--- src/rtl/inst_fetch_pkg.sv ---
// inst_fetch_pkg: shared widths and fetch FSM state encoding
package inst_fetch_pkg;
  localparam int PC_W  = 8;
  localparam int OP_W  = 4;
  localparam int IMM_W = 8;
  localparam int ROM_W = OP_W + IMM_W;
  typedef enum logic [1:0] {
    ADDR = 2'd0,
    WAIT = 2'd1,
    EXEC = 2'd2,
    HALT = 2'd3
  } state_t;
endpackage

--- src/rtl/inst_fetch_if.sv ---
// inst_fetch_if: ROM bus, control inputs and decoded-instruction outputs of the fetch stage
interface inst_fetch_if;
  import inst_fetch_pkg::*;
  logic             en;
  logic [PC_W-1:0]  rom_addr;
  logic [ROM_W-1:0] rom_data;
  logic             jmp;
  logic [PC_W-1:0]  jmp_addr;
  logic             halt;
  logic [OP_W-1:0]  op;
  logic [IMM_W-1:0] imm;
  logic [PC_W-1:0]  pc;
  logic             inst_valid;
  logic             halted;
  modport master (
    input  en, rom_data, jmp, jmp_addr, halt,
    output rom_addr, op, imm, pc, inst_valid, halted
  );
  modport slave (
    output en, rom_data, jmp, jmp_addr, halt,
    input  rom_addr, op, imm, pc, inst_valid, halted
  );
endinterface

--- src/rtl/inst_fetch_pc_reg.sv ---
// inst_fetch_pc_reg: program counter with load (priority) and wrapping increment
module inst_fetch_pc_reg
  import inst_fetch_pkg::*;
#(
  parameter logic [PC_W-1:0] RESET_PC = '0
) (
  input  logic            clk,
  input  logic            rst,
  input  logic            load,
  input  logic            inc,
  input  logic [PC_W-1:0] load_val,
  output logic [PC_W-1:0] q
);
  // load wins over increment; increment wraps naturally at PC_W bits
  always_ff @(posedge clk or posedge rst)
    if (rst) q <= RESET_PC;
    else if (load) q <= load_val;
    else if (inc) q <= q + 1'b1;
endmodule

--- src/rtl/inst_fetch.sv ---
// inst_fetch: three-step fetch FSM driving a synchronous ROM and holding the instruction register
module inst_fetch
  import inst_fetch_pkg::*;
#(
  parameter logic [PC_W-1:0] RESET_PC = '0
) (
  input  logic         clk,
  input  logic         rst,
  inst_fetch_if.master bus
);
  state_t           state, state_n;
  logic [ROM_W-1:0] ir;
  logic [PC_W-1:0]  pc;
  logic             pc_load, pc_inc, ir_load, retire;
  inst_fetch_pc_reg #(.RESET_PC(RESET_PC)) u_pc (
    .clk      (clk),
    .rst      (rst),
    .load     (pc_load),
    .inc      (pc_inc),
    .load_val (bus.jmp_addr),
    .q        (pc)
  );
  // state register
  always_ff @(posedge clk or posedge rst)
    if (rst) state <= ADDR;
    else state <= state_n;
  // next state and pc/ir strobes; jmp/halt only matter on an enabled EXEC edge, halt beats jmp
  always_comb begin
    retire  = bus.en && state == EXEC && !bus.halt;
    pc_load = retire && bus.jmp;
    pc_inc  = retire && !bus.jmp;
    ir_load = bus.en && state == WAIT;
    state_n = !bus.en        ? state :
              state == ADDR  ? WAIT  :
              state == WAIT  ? EXEC  :
              state == EXEC  ? (bus.halt ? HALT : ADDR) : HALT;
  end
  // instruction register captures the ROM word on the WAIT->EXEC edge
  always_ff @(posedge clk or posedge rst)
    if (rst) ir <= '0;
    else if (ir_load) ir <= bus.rom_data;
  assign bus.rom_addr   = pc;
  assign bus.pc         = pc;
  assign bus.op         = ir[ROM_W-1:IMM_W];
  assign bus.imm        = ir[IMM_W-1:0];
  assign bus.inst_valid = state == EXEC;
  assign bus.halted     = state == HALT;
endmodule

--- src/flat_wrapper.sv ---
// flat-port wrapper written by rule: the top's interface ports become plain ports
module inst_fetch_flat import inst_fetch_pkg::*;
#(
  parameter logic [PC_W-1:0] RESET_PC = '0
)
  (clk, rst, bus_en, bus_rom_data, bus_jmp, bus_jmp_addr, bus_halt, bus_rom_addr, bus_op, bus_imm, bus_pc, bus_inst_valid, bus_halted);
  inst_fetch_if bus_i ();
  input  logic clk;
  input  logic rst;
  input wire logic [$bits(bus_i.en)-1:0] bus_en;
  input wire logic [$bits(bus_i.rom_data)-1:0] bus_rom_data;
  input wire logic [$bits(bus_i.jmp)-1:0] bus_jmp;
  input wire logic [$bits(bus_i.jmp_addr)-1:0] bus_jmp_addr;
  input wire logic [$bits(bus_i.halt)-1:0] bus_halt;
  output wire logic [$bits(bus_i.rom_addr)-1:0] bus_rom_addr;
  output wire logic [$bits(bus_i.op)-1:0] bus_op;
  output wire logic [$bits(bus_i.imm)-1:0] bus_imm;
  output wire logic [$bits(bus_i.pc)-1:0] bus_pc;
  output wire logic [$bits(bus_i.inst_valid)-1:0] bus_inst_valid;
  output wire logic [$bits(bus_i.halted)-1:0] bus_halted;
  assign bus_i.en = bus_en;
  assign bus_i.rom_data = bus_rom_data;
  assign bus_i.jmp = bus_jmp;
  assign bus_i.jmp_addr = bus_jmp_addr;
  assign bus_i.halt = bus_halt;
  assign bus_rom_addr = bus_i.rom_addr;
  assign bus_op = bus_i.op;
  assign bus_imm = bus_i.imm;
  assign bus_pc = bus_i.pc;
  assign bus_inst_valid = bus_i.inst_valid;
  assign bus_halted = bus_i.halted;
  inst_fetch #(.RESET_PC(RESET_PC)) u_core (.clk(clk), .rst(rst), .bus(bus_i));
endmodule
--- config.mk ---
export PLATFORM = sky130hd
export DESIGN_NAME = inst_fetch_flat
export DESIGN_NICKNAME = d
export VERILOG_FILES = /design/src/rtl/inst_fetch_pkg.sv /design/src/rtl/inst_fetch_if.sv /design/src/rtl/inst_fetch_pc_reg.sv /design/src/rtl/inst_fetch.sv /design/src/flat_wrapper.sv
export SDC_FILE = /design/constraint.sdc
export NUM_CORES = 1
export LEC_CHECK = 0
export ABC_CLOCK_PERIOD_IN_PS = 1900
export CORE_MARGIN = 2
export CORE_UTILIZATION = 50
export DETAILED_ROUTE_END_ITERATION = 10
export DONT_BUFFER_PORTS = 1
export PLACE_DENSITY = 0.64
export SYNTH_ARGS = -nofsm -noshare
export SYNTH_HDL_FRONTEND = slang
export SYNTH_SLANG_ARGS = --single-unit
--- constraint.sdc ---
create_clock -name clk -period 1.9 [get_ports clk]
set_clock_uncertainty 0.2 [all_clocks]
set_input_delay 0.38 -clock clk [delete_from_list [all_inputs] [get_ports clk]]
set_output_delay 0.38 -clock clk [all_outputs]
set_load 0.01 [all_outputs]
# --- Word-level counts from Yosys, hierarchy flattened ---
# Index checks and enable logic that the tools add are counted.
classes:
  reduce_logical: 9
  shift: 0
  add_sub_neg: 1
  n_lt_le_gt_ge: 0
  multipliers: 0
  muxes: 6
  div_mod_pow: 0
  n_bitwise: 0
  n_eq_ne: 3
op_table:
  columns: ["cell", "n"]
  rows:
  - ["$mux 8", 2]
  - ["$add 8x1->8 const B", 1]
  - ["$mux 2", 4]
  - ["$logic_and 1x1->1", 5]
  - ["$eq 2x2->1 const B", 2]
  - ["$eq 2x1->1 const B", 1]
  - ["$logic_not 1->1", 2]
  - ["$logic_not 2->1", 1]
  - ["$reduce_bool 2->1", 1]
word_totals:
  ramBits: 0
  wordCells: 22
  mem_count: 0
  latchBits: 0
  inputBits: 25
  out_inout_bits: 30
  mem_bits_ro: 0
  reg_bits: 22

# --- Longest topological paths before layout ---
depth:
  ltp_word: 6
  mapped_depth: 5
  ltp_nobuf: 4

# --- Cells and area by module ---
# A second synthesis with hierarchy kept.
unflattened:
  cells_unflattened: 96
  area_unflattened_um2: 1121.1
by_module_without_submodules:
  columns: ["mod", "seq_area_each_um2", "instances", "cells_each", "area_per_inst_um2"]
  rows:
  - ["inst_fetch", 350.3, 1, 46, 675.6]
  - ["inst_fetch_pc_reg", 200.2, 1, 50, 445.4]

# --- Worst setup path after synthesis ---
# OpenSTA, ideal clock, no wires.
synth_path:
  path_type: "reg-to-reg"
  start: "register u_core.state[0]"
  end: "register u_core.u_pc.q[3]"
  synth_period_minus_slack_ns: 1.548
  path_stages_with_launch: 5
  t_arrival_ns: 1.279
  path_buffers: 1
  required_ns: 1.631
  setup_time_ns: 0.069
  slack_ns: 0.352
  cell_sequence: "dfrtp_1 > nand4bb_2 > buf_6 > or4_1 > nand3_1"
synth_via:
  elab_chain_len: 5
  word_cells_on_any_way: 7
  classes_between: "1 x eq/ne; 1 x mux; 5 x reduce/logical"
synth_rtl:
  columns: ["item", "line", "rtl"]
  rows:
  - ["from (decl)", "inst_fetch.sv:11", "state_t state, state_n;"]
  - ["from (signal assigned)", "inst_fetch.sv:26", "else state <= state_n;"]
  - ["$eq 2x2->1 *", "inst_fetch.sv:29", "retire = bus.en && state == EXEC && !bus.halt;"]
  - ["$logic_and 1x1->1 * (2 in a row)", "inst_fetch.sv:29", null]
  - ["$logic_and 1x1->1 (on tied branches)", "inst_fetch.sv:30, inst_fetch.sv:31", null]
  - ["$mux 8 or $reduce_bool 2->1 (tied branches)", null, null]
  - ["to (signal assigned)", "inst_fetch_pc_reg.sv:17", "else if (load) q <= load_val;"]
  - ["to (signal assigned)", "inst_fetch_pc_reg.sv:18", "else if (inc) q <= q + 1'b1;"]
  - ["to (decl)", "inst_fetch_pc_reg.sv:12", "output logic [PC_W-1:0] q"]
# Mark *: on every way between the ends. The rest lies on a longest branch, timed or not.
# A chain may end at the register's enable or synchronous reset.

# --- Worst setup path after layout ---
layout_path:
  start: "register u_core.state[0]"
  end: "register u_core.u_pc.q[5]"
# Same word-level chain as after synthesis.

==> flow_summary.toml <==
[run_status]
status = "complete, no violations"

[place]
dp_hpwl_mm = 1.60
port_buffers = 0
gp_congestion = 0.772

[drt]
via_count = 809
ant_nets = 0
wl_mm = 2.17
vias_per_cell = 5.58
drc_errors = 0
dr.pass1.iters = 4
wl_per_cell_um = 15.0
drt_iter0_drc = 11

[clocking]
cts_buffers = 3
cts.htree.levels = 1
ctsRootBufferMaster = "clkbuf_4"
clock_sinks = 22
cts_max_path_buffers = 2
clk_pin_slew_worst_paths_ps = 110
clk_latency_ps = 290
cts_tree = "built"

[sta]
fmax_mhz = 600
whs_ps = 24.6
hold_violations = 0
period_share = 0.877
setup_tns_ps = 0
period_needed_ps = 1670
rsz0062_at_grt = "false"
finalMaxSlewViolations = 0
slew_headroom = 0.757
setup_violations = 0
worst_slew_pin_slew_ps = 364

[global_route]
grt_max_degree = 23
antenna_found_initial = 0
grt_pass1_wl_mm = 3.41
overflow = 0
track_usage = 0.170
grt_pass1_vias = 790

[logic_synthesis]
ys_seq_elements = 22
yosysMostFrequentCell = "dfrtp_1"
synth_cell_type_count = 28
yosysWarnings = 0
synth_area_leaders = "dfrtp_1 (47%), mux2_2 (11%), buf_4 (5.7%)"
synth_top_area_cell = "dfrtp_1"
async_reset_ff_frac = 1.00
syn_inst = 111
syn_avg_cell_area_um2 = 10.6
synth_top_area_frac = 0.468
synth_edf_count = 0
syn-cell-area_um2 = 1180
ys_seq_area_frac = 0.468
syn-num-nets = 137
synth_commonest_cells = "dfrtp_1 (22), mux2_2 (12), nand3_1 (10)"
ys.flop_type = "dfrtp_1"

[setup_path]
critical_path_class = "flop to flop"
crit_path_end_kind = "flop"
r2r_cells = 4
start_kind = "flop"
worstPathArrival_ps = 1710
crit_fanout = 8
worst_ep_required_time_ps = 1940

[worst_hold_path]
hold_path_class = "input pin to flop"
hold_depth = 1

[pwr]
cellLeakagePower_uw = 0.000557
cellPowerDensity_nw_per_um2 = 1310
ir_worst_vdd_mv = 0.791

[floorplanning]
core_um2 = 2210
initial_core_util = 0.532
die_height_um = 52.5
io_pins = 55
row_count = 17
fp.dieArea_um2 = 2760
die_w_um = 52.5

[final_layout]
fill_cells = 200
seqCellArea_um2 = 551
multiInputGateArea_um2 = 518
final_layout_size_suffix_gt1_frac = 0.231
final_util = 0.581
finalNetCount = 144
syn_to_final_growth_pct = 9.14
diodes = 0

[run]
cap_violations = 0
==> layer usage <==
layer  vias to the layer above  global-route usage  wire length, um  share of wire
li1                        388                   -                -              -
met1                       388               0.203              877           0.40
met2                        31               0.279             1140           0.52
met3                         2              0.0429              140          0.064
met4                         0              0.0897               16         0.0074
met5                         -                   0                0              0
==> sequential cells by signal (all words and copies together), names as in the netlist <==
register,count
u_core.ir,12
u_core.state,2
u_core.u_pc.q,8
==> area by class of cell <==
cell class | count | share of cell area
well taps | 28 | 0.0273
flip-flops and latches | 22 | 0.428
multi-input cells | 72 | 0.403
repair buffers | 15 | 0.101
clock buffers | 4 | 0.0282
inverters | 4 | 0.0117
==> stage by stage <==
step | std cells | setup WS (ps) | instance area [um^2] | total power (uW)
3_3_place_gp | 134 | 270 | 1180 | 1430
2_1_floorplan | 111 | 352 | 1180 | 1360
6_report | 145 | 233 | 1280 | 1690
5_1_grt | 145 | 136 | 1280 | 1820
4_1_cts | 139 | 216 | 1220 | 1710
3_5_place_dp | 134 | 243 | 1180 | 1450
==> layout by cell type, fill, tap and decap left out <==
master,Yosys,final
dfrtp_1,22,22
mux2_2,12,12
nand3_1,10,10
nand2_1,8,8
buf_4,9,8
dlygate4sd3_1,0,7
o21ai_0,6,6
nor2_1,6,6
nor2b_1,5,5
mux2i_1,4,4
inv_1,4,4
a22oi_1,3,3
clkbuf_4,0,3
or4_1,2,2
nor4b_1,2,2
or3b_1,2,2
nand3b_1,1,1
nand4_1,1,1
nand4bb_2,1,1
or4b_1,1,1
and2_1,1,1
and4bb_1,1,1
or3_1,1,1
and2b_2,1,1
and2_2,1,1
or2b_1,1,1
a21oi_1,1,1
ha_1,1,1
clkbuf_8,0,1
==> report_power, final <==
part / internal [uW] / switching [uW] / leakage [uW]
clock: 117 / 131 / 0.0000210
sequential: 662 / 247 / 0.000246
combinational: 298 / 233 / 0.000290
==> critical path, cell delays in order (launching register included) <==
cell       delay, ps
dfrtp_1          430
nand4bb_2        330
buf_4            230
nor4b_1          260
or3b_1           160
==> path summary, 6_finish.rpt <==
| check | slack, ps | start | end |
|---|---|---|---|
| max | 230 | u_core.state[0] | u_core.u_pc.q[5] |
| min | 20 | bus_rom_data[1] | u_core.ir[1] |
| max reg2reg | 230 | u_core.state[0] | u_core.u_pc.q[5] |
| min reg2reg | 360 | u_core.u_pc.q[1] | u_core.u_pc.q[1] |
| max in group asynchronous | 940 | rst | u_core.u_pc.q[1] |
| min in group asynchronous | 350 | rst | u_core.ir[9] |
==> cell families (layout without fill, tap and decap cells) <==
| kind of cell | Yosys count | count (layout) | synth area share |
|---|---|---|---|
| buffers and inverters | 17 | 23 | 0.0924 |
| multiplexers | 16 | 16 | 0.149 |
| AO/OA/AOI/OAI | 10 | 10 | 0.0489 |
| adder cells (fa/ha/maj) | 1 | 1 | 0.0106 |
| flip-flops | 22 | 22 | 0.468 |
| AND/OR/NAND/NOR | 45 | 45 | 0.232 |
==> repair_timing <==
action,4_1_cts,5_1_grt
endpoints found under the setup margin,0,0
setup buffers,0,0
hold endpoints to repair,22,6
gates resized for setup,0,0
hold buffers,1,6
Note: power is estimated with default switching activity, not from simulation.
